<file path="src/rtl/crayon_pkg.sv">
// Types and helpers shared between the rectangle renderer and the rectangle extractor.
package crayon_pkg;

  localparam int unsigned H_ACTIVE_DEFAULT = 1280;
  localparam int unsigned V_ACTIVE_DEFAULT = 720;
  localparam int unsigned X_W              = 11;
  localparam int unsigned Y_W              = 10;
  localparam int unsigned COORD_W          = 2 * (X_W + Y_W) * 2;

  // x_2/y_2 are exclusive bounds: the renderer draws x_1 <= h < x_2.
  typedef struct packed {
    logic [X_W-1:0] x_1;
    logic [Y_W-1:0] y_1;
    logic [X_W-1:0] x_2;
    logic [Y_W-1:0] y_2;
  } rect_t;

  function automatic logic [COORD_W-1:0] pack_rect_coord(input rect_t r);
    return {r.x_1, r.y_1, r.x_2, r.y_1, r.x_1, r.y_2, r.x_2, r.y_2};
  endfunction

endpackage

</file>
<file path="src/rtl/rect_extract_bbox_accum.sv">
// Min/max/count accumulator. The *_out values are the accumulators merged with the current
// sample, so the end-of-frame pixel is included in the result loaded on the same cycle.
module bbox_accum
  import crayon_pkg::*;
#(
  parameter int unsigned H_ACTIVE = H_ACTIVE_DEFAULT,
  parameter int unsigned V_ACTIVE = V_ACTIVE_DEFAULT,
  parameter int unsigned COUNT_W  = 21
) (
  input  logic               clk_in,
  input  logic               rst_in,
  input  logic               en_in,       // sample is a flagged pixel to include
  input  logic               restart_in,  // start from empty before merging the sample
  input  logic               flush_in,    // go empty after presenting the merged result
  input  logic [X_W-1:0]     x_in,
  input  logic [Y_W-1:0]     y_in,
  output logic [X_W-1:0]     xmin_out,
  output logic [Y_W-1:0]     ymin_out,
  output logic [X_W-1:0]     xmax_out,
  output logic [Y_W-1:0]     ymax_out,
  output logic [COUNT_W-1:0] count_out
);

  localparam logic [X_W-1:0] XInit = X_W'(H_ACTIVE - 1);
  localparam logic [Y_W-1:0] YInit = Y_W'(V_ACTIVE - 1);

  logic [X_W-1:0]     xmin_q, xmax_q, base_xmin, base_xmax;
  logic [Y_W-1:0]     ymin_q, ymax_q, base_ymin, base_ymax;
  logic [COUNT_W-1:0] count_q, base_count;

  always_comb begin
    base_xmin  = restart_in ? XInit : xmin_q;
    base_ymin  = restart_in ? YInit : ymin_q;
    base_xmax  = restart_in ? '0 : xmax_q;
    base_ymax  = restart_in ? '0 : ymax_q;
    base_count = restart_in ? '0 : count_q;
    xmin_out   = base_xmin;
    ymin_out   = base_ymin;
    xmax_out   = base_xmax;
    ymax_out   = base_ymax;
    count_out  = base_count;
    if (en_in) begin
      if (x_in < base_xmin) xmin_out = x_in;
      if (y_in < base_ymin) ymin_out = y_in;
      if (x_in > base_xmax) xmax_out = x_in;
      if (y_in > base_ymax) ymax_out = y_in;
      if (base_count != '1) count_out = base_count + COUNT_W'(1);
    end
  end

  always_ff @(posedge clk_in or negedge rst_in) begin
    if (!rst_in) begin
      xmin_q  <= XInit;
      ymin_q  <= YInit;
      xmax_q  <= '0;
      ymax_q  <= '0;
      count_q <= '0;
    end else if (flush_in) begin
      xmin_q  <= XInit;
      ymin_q  <= YInit;
      xmax_q  <= '0;
      ymax_q  <= '0;
      count_q <= '0;
    end else begin
      xmin_q  <= xmin_out;
      ymin_q  <= ymin_out;
      xmax_q  <= xmax_out;
      ymax_q  <= ymax_out;
      count_q <= count_out;
    end
  end

endmodule

</file>
<file path="src/rtl/rect_extract.sv">
// Scans a frame's pixel mask in raster order and hands the bounding rectangle of the flagged
// pixels to the consumer through a valid/ready result register.
module rect_extract
  import crayon_pkg::*;
#(
  parameter int unsigned H_ACTIVE   = H_ACTIVE_DEFAULT,
  parameter int unsigned V_ACTIVE   = V_ACTIVE_DEFAULT,
  parameter int unsigned MIN_PIXELS = 16,
  parameter int unsigned COUNT_W    = 21
) (
  input  logic               clk_in,
  input  logic               rst_in,
  input  logic [X_W-1:0]     hcount_in,
  input  logic [Y_W-1:0]     vcount_in,
  input  logic               valid_in,
  input  logic               mask_in,
  input  logic               rect_ready_in,
  output logic               rect_valid_out,
  output logic               found_out,
  output logic [X_W-1:0]     x_1_out,
  output logic [Y_W-1:0]     y_1_out,
  output logic [X_W-1:0]     x_2_out,
  output logic [Y_W-1:0]     y_2_out,
  output logic [COORD_W-1:0] rect_coord,
  output logic [COUNT_W-1:0] pix_count_out,
  output logic               overrun_out
);

  if (H_ACTIVE > 2047) begin : g_h_range
    $error("H_ACTIVE must not exceed 2047 so that xmax+1 fits the x field");
  end

  localparam logic [0:0]     StSync  = 1'b0;
  localparam logic [0:0]     StAccum = 1'b1;
  localparam logic [X_W-1:0] HLast   = X_W'(H_ACTIVE - 1);
  localparam logic [Y_W-1:0] VLast   = Y_W'(V_ACTIVE - 1);

  logic [X_W-1:0]     h_q;
  logic [Y_W-1:0]     v_q;
  logic               valid_q, mask_q;
  logic [0:0]         state_q, state_d;
  logic               start, eof, in_accum, acc_en, acc_flush;
  logic [X_W-1:0]     m_xmin, m_xmax;
  logic [Y_W-1:0]     m_ymin, m_ymax;
  logic [COUNT_W-1:0] m_count;
  logic               found_new;

  rect_t              res_q, res_d;
  logic               found_q, found_d, rvalid_q, rvalid_d, overrun_q, overrun_d;
  logic [COUNT_W-1:0] count_q, count_d;

  always_ff @(posedge clk_in or negedge rst_in) begin
    if (!rst_in) begin
      h_q     <= '0;
      v_q     <= '0;
      valid_q <= 1'b0;
      mask_q  <= 1'b0;
    end else begin
      h_q     <= hcount_in;
      v_q     <= vcount_in;
      valid_q <= valid_in;
      mask_q  <= mask_in;
    end
  end

  // A (0,0) sample always starts a fresh frame, whether syncing or resyncing mid-frame.
  assign start     = valid_q && (h_q == '0) && (v_q == '0);
  assign eof       = valid_q && (h_q == HLast) && (v_q == VLast);
  assign in_accum  = (state_q == StAccum);
  assign acc_en    = valid_q && mask_q && (in_accum || start);
  assign acc_flush = in_accum && eof && !start;
  assign state_d   = start ? StAccum : state_q;

  bbox_accum #(
    .H_ACTIVE (H_ACTIVE),
    .V_ACTIVE (V_ACTIVE),
    .COUNT_W  (COUNT_W)
  ) u_bbox_accum (
    .clk_in     (clk_in),
    .rst_in     (rst_in),
    .en_in      (acc_en),
    .restart_in (start),
    .flush_in   (acc_flush),
    .x_in       (h_q),
    .y_in       (v_q),
    .xmin_out   (m_xmin),
    .ymin_out   (m_ymin),
    .xmax_out   (m_xmax),
    .ymax_out   (m_ymax),
    .count_out  (m_count)
  );

  assign found_new = (m_count >= COUNT_W'(MIN_PIXELS));

  always_comb begin
    res_d     = res_q;
    found_d   = found_q;
    count_d   = count_q;
    rvalid_d  = rvalid_q;
    overrun_d = 1'b0;
    if (acc_flush) begin
      rvalid_d  = 1'b1;
      overrun_d = rvalid_q && !rect_ready_in;
      found_d   = found_new;
      count_d   = m_count;
      res_d     = '0;
      if (found_new) begin
        res_d.x_1 = m_xmin;
        res_d.y_1 = m_ymin;
        res_d.x_2 = m_xmax + X_W'(1);
        res_d.y_2 = m_ymax + Y_W'(1);
      end
    end else if (rvalid_q && rect_ready_in) begin
      rvalid_d = 1'b0;
    end
  end

  always_ff @(posedge clk_in or negedge rst_in) begin
    if (!rst_in) begin
      state_q   <= StSync;
      res_q     <= '0;
      found_q   <= 1'b0;
      count_q   <= '0;
      rvalid_q  <= 1'b0;
      overrun_q <= 1'b0;
    end else begin
      state_q   <= state_d;
      res_q     <= res_d;
      found_q   <= found_d;
      count_q   <= count_d;
      rvalid_q  <= rvalid_d;
      overrun_q <= overrun_d;
    end
  end

  assign rect_valid_out = rvalid_q;
  assign found_out      = found_q;
  assign x_1_out        = res_q.x_1;
  assign y_1_out        = res_q.y_1;
  assign x_2_out        = res_q.x_2;
  assign y_2_out        = res_q.y_2;
  assign rect_coord     = pack_rect_coord(res_q);
  assign pix_count_out  = count_q;
  assign overrun_out    = overrun_q;

endmodule
</file>
<file path="config.mk">
export PLATFORM = sky130hd
export DESIGN_NAME = rect_extract
export DESIGN_NICKNAME = d
export VERILOG_FILES = /design/src/rtl/crayon_pkg.sv /design/src/rtl/rect_extract_bbox_accum.sv /design/src/rtl/rect_extract.sv
export SDC_FILE = /design/constraint.sdc
export NUM_CORES = 1
export LEC_CHECK = 0
export BUFFER_PORTS_ARGS = -buffer_cell sky130_fd_sc_hd__buf_2
export CORE_MARGIN = 1.5
export CORE_UTILIZATION = 35
export DETAILED_ROUTE_END_ITERATION = 16
export PLACE_DENSITY = 0.58
export SLEW_MARGIN = 25
export SYNTH_ARGS = -nofsm -noshare
export SYNTH_HDL_FRONTEND = slang
export SYNTH_SLANG_ARGS = --single-unit
</file>
<file path="constraint.sdc">
create_clock -name clk_in -period 5.25 [get_ports clk_in]
set_clock_uncertainty 0.15 [all_clocks]
set_input_delay 0.525 -clock clk_in [delete_from_list [all_inputs] [get_ports clk_in]]
set_output_delay 0.525 -clock clk_in [all_outputs]
set_load 0.05 [all_outputs]
</file>
==> results.cfg <==
[sta]
layout_min_cycle_time_ns = 4.82
maxSlewViolCount = 0
setup_tns_ns = 0
setup-violations-final = 0
tightest_slew_ns = 1.02
finalCritPeriodShare_pct = 91.8
rsz0062_at_grt = false
fmax_mhz = 207
hold_viol_final = 0
max_slew_margin_pct = 32.0

[critical_path]
worst-path-max-fanout = 13
critPathKind = flop to flop
worstPathRequired_ns = 5.47
crit_family = simple AND/OR/NAND/NOR gates
cp_slowest_stage_delay_ns = 0.56
path_buf_inv = 3
arrival_ns = 5.04
cpMaxStageDelayCell = nor4_2
crit_chain = nor4_2 -> and4_1 -> nand2_1 -> buf_4 -> and2_1 -> ha_1 -> nand3b_1 -> a211o_1 -> o2111ai_1 -> and3_1 -> mux2i_1 -> inv_1 -> ha_1 -> buf_4 -> nand4_1 -> mux2i_1 -> a21o_1 -> a221oi_1 -> a21o_1
endpoint_kind = flop
cp-start-kind = flop

[floorplanning]
num_rows = 59
core_um2 = 25900
die_w_um = 165
ios = 176
initial_utilization_pct = 35.4
chipHeight_um = 165
dieArea_um2 = 27200

[routing]
antenna_left = 0
routed_via_density = 5.14
firstDrtPassIters = 5
wl_per_cell_um = 17.4
drc_errors = 0
wirelength_mm = 24.7
dr_total_vias = 7326
first_iter_violations = 451

[global_routing]
antenna_found_initial = 0
grt_pass1_vias = 7110
grtUsageTotal_pct = 19.2
grt_max_degree = 77
grt_pass1_wl_mm = 40.0
grt_overflow_total = 0

[yosys]
synth-seq-cells = 153
syn_nets = 1050
yosysTopAreaCell = dfrtp_1
yosys-top-cells-area = dfrtp_1 37%, buf_4 7.2%, ha_1 5.9%, nand2_1 5.0%, dfstp_2 4.6%
netlist.area_leader.share_pct = 37.4
syn_inst = 981
yosysWarningCount = 0
yosysSeqAreaShare_pct = 42.0
synth_edf_count = 0
synth.cell_area_um2 = 9170
synth_area_per_cell_um2 = 9.34
ys_types = 68
synth_flop_cell = dfrtp_1
synthArstFlopShare_pct = 100

[layout]
final_cell_mix = 174 x buf_2, 137 x dfrtp_1, 123 x nand2_1
final_common_cell = buf_2
synthToLayoutAreaGrowth_pct = 14.9
layout.nets = 1146
utilization_pct = 40.7
layout-drive-gt1-share_pct = 28.5
diodes = 0

[cts]
clk_pin_slew_worst_paths_ns = 0.07
cts_buffers = 17
cts_buffer_depth = 2
clkLatencyLatePin_ns = 0.43
cts_tree = yes
cts_root_buf = clkbuf_16
ctsResizeCount = 0
cts_sinks = 153
htree_levels = 4

[hold_path]
hp-class = input port to flop

[pwr]
ir_drop_mv = 0.150
p_per_area_nw_per_um2 = 251
p_leak_nw = 5.36

[status]
outcome = finished, final reports clean

[placement]
dpl.hpwl_mm = 18.4
gp_congestion = 0.908
io_buffers = 175

[flow_run]
maxCapViolCount = 0
-- flip-flops by register name, indices dropped and copies added, names as in the netlist --
name	cells
pix_count_out	21
u_bbox_accum.count_q	21
h_q	11
u_bbox_accum.xmax_q	11
u_bbox_accum.xmin_q	11
x_1_out	11
x_2_out	11
u_bbox_accum.ymax_q	10
u_bbox_accum.ymin_q	10
v_q	10
y_1_out	10
y_2_out	10
found_out	1
in_accum	1
mask_q	1
overrun_out	1
rect_valid_out	1
valid_q	1
-- metal layers --
| layer | share of wire [%] | vias to the layer above | global-route usage, % |
|---|---|---|---|
| met5 | 0 | - | 0 |
| met4 | 0.96 | 0 | 4.34 |
| met3 | 5.2 | 12 | 3.77 |
| met2 | 47 | 228 | 30.9 |
| met1 | 47 | 3545 | 26.6 |
| li1 | - | 3541 | - |
-- metrics by stage --
| stage | instance area [um^2] | setup WS (ns) | hold WS (ns) | std cells | power, mW |
|---|---|---|---|---|---|
| after floorplan | 9170 | 0.242 | 0.0794 | 981 | 1.27 |
| after global routing | 10500 | 0.148 | 0.0273 | 1425 | 2.75 |
| after global placement | 9890 | 0.584 | 0.307 | 1392 | 1.33 |
| after detailed placement | 9890 | 0.504 | 0.316 | 1392 | 1.33 |
| final | 10500 | 0.428 | 0.0488 | 1425 | 2.65 |
| after CTS | 10500 | 0.458 | 0.0295 | 1425 | 2.68 |
-- final timing paths --
check | endpoint | cells after the start | slack [ns] | start
worst max-delay path | x_2_out[10]$_DFFE_PN0P_ | 19 | 0.43 | h_q[5]$_DFF_PN0_
worst min-delay path | h_q[4]$_DFF_PN0_ | 1 | 0.05 | hcount_in[4]
worst max register to register | x_2_out[10]$_DFFE_PN0P_ | 19 | 0.43 | h_q[5]$_DFF_PN0_
worst min register to register | pix_count_out[6]$_DFFE_PN0P_ | 2 | 0.32 | pix_count_out[6]$_DFFE_PN0P_
max in group asynchronous | u_bbox_accum.ymax_q[0]$_DFF_PN0_ | 3 | 3.28 | rst_in
min in group asynchronous | pix_count_out[1]$_DFFE_PN0P_ | 2 | 0.56 | rst_in
-- cells by family (layout without fill, tap and decap cells) --
family,Yosys count,after routing,synth area share (%)
multiplexers,33,33,3.97
AND/OR/NAND/NOR,356,356,18.7
AO/OA/AOI/OAI,184,184,14.2
adder cells (fa/ha/maj),43,43,5.87
XOR/XNOR,44,44,4.20
buffers and inverters,168,277,11.0
flip-flops,153,153,42.0
-- report_power, final --
group / leakage, nW / switching [mW] / total, mW / internal, mW
clock: 0.301 / 0.512 / 1.34 / 0.825
sequential: 2.03 / 0.0137 / 1.20 / 1.19
combinational: 3.03 / 0.0699 / 0.110 / 0.0396
total: 5.36 / 0.596 / 2.65 / 2.05
-- cell type report --
type | instances | area (um^2)
Multi-Input combinational cell | 660 | 4320
Clock buffer | 22 | 464
Tap cell | 335 | 419
Clock inverter | 10 | 166
Fill cell | 2609 | 15400
Inverter | 28 | 105
Timing Repair Buffer | 217 | 1210
Sequential cell | 153 | 3850
-- synthesized netlist by cell type, drive strengths merged (4+ instances only) --
cell / n
dfstp: 16
o2111ai: 6
mux2: 21
ha: 43
a211oi: 10
nor4: 10
mux2i: 12
nand3: 38
or3: 4
a2111oi: 7
inv: 28
a21o: 33
nor3: 21
xor2: 20
nand4: 34
or2: 5
nand2: 123
a21boi: 7
o21ai: 62
clkbuf: 29
a221oi: 5
xnor2: 24
buf: 111
and4: 5
nor2: 88
dfrtp: 137
and3: 11
and2: 6
a21oi: 27
nand2b: 4
o211ai: 6
-- timing repair --
item / in CTS / in global routing
endpoints found under the hold margin: 5 / 0
buffers inserted: 0 / 0
hold buffers: 1 / 0
Power figures use the tool's default switching activity.
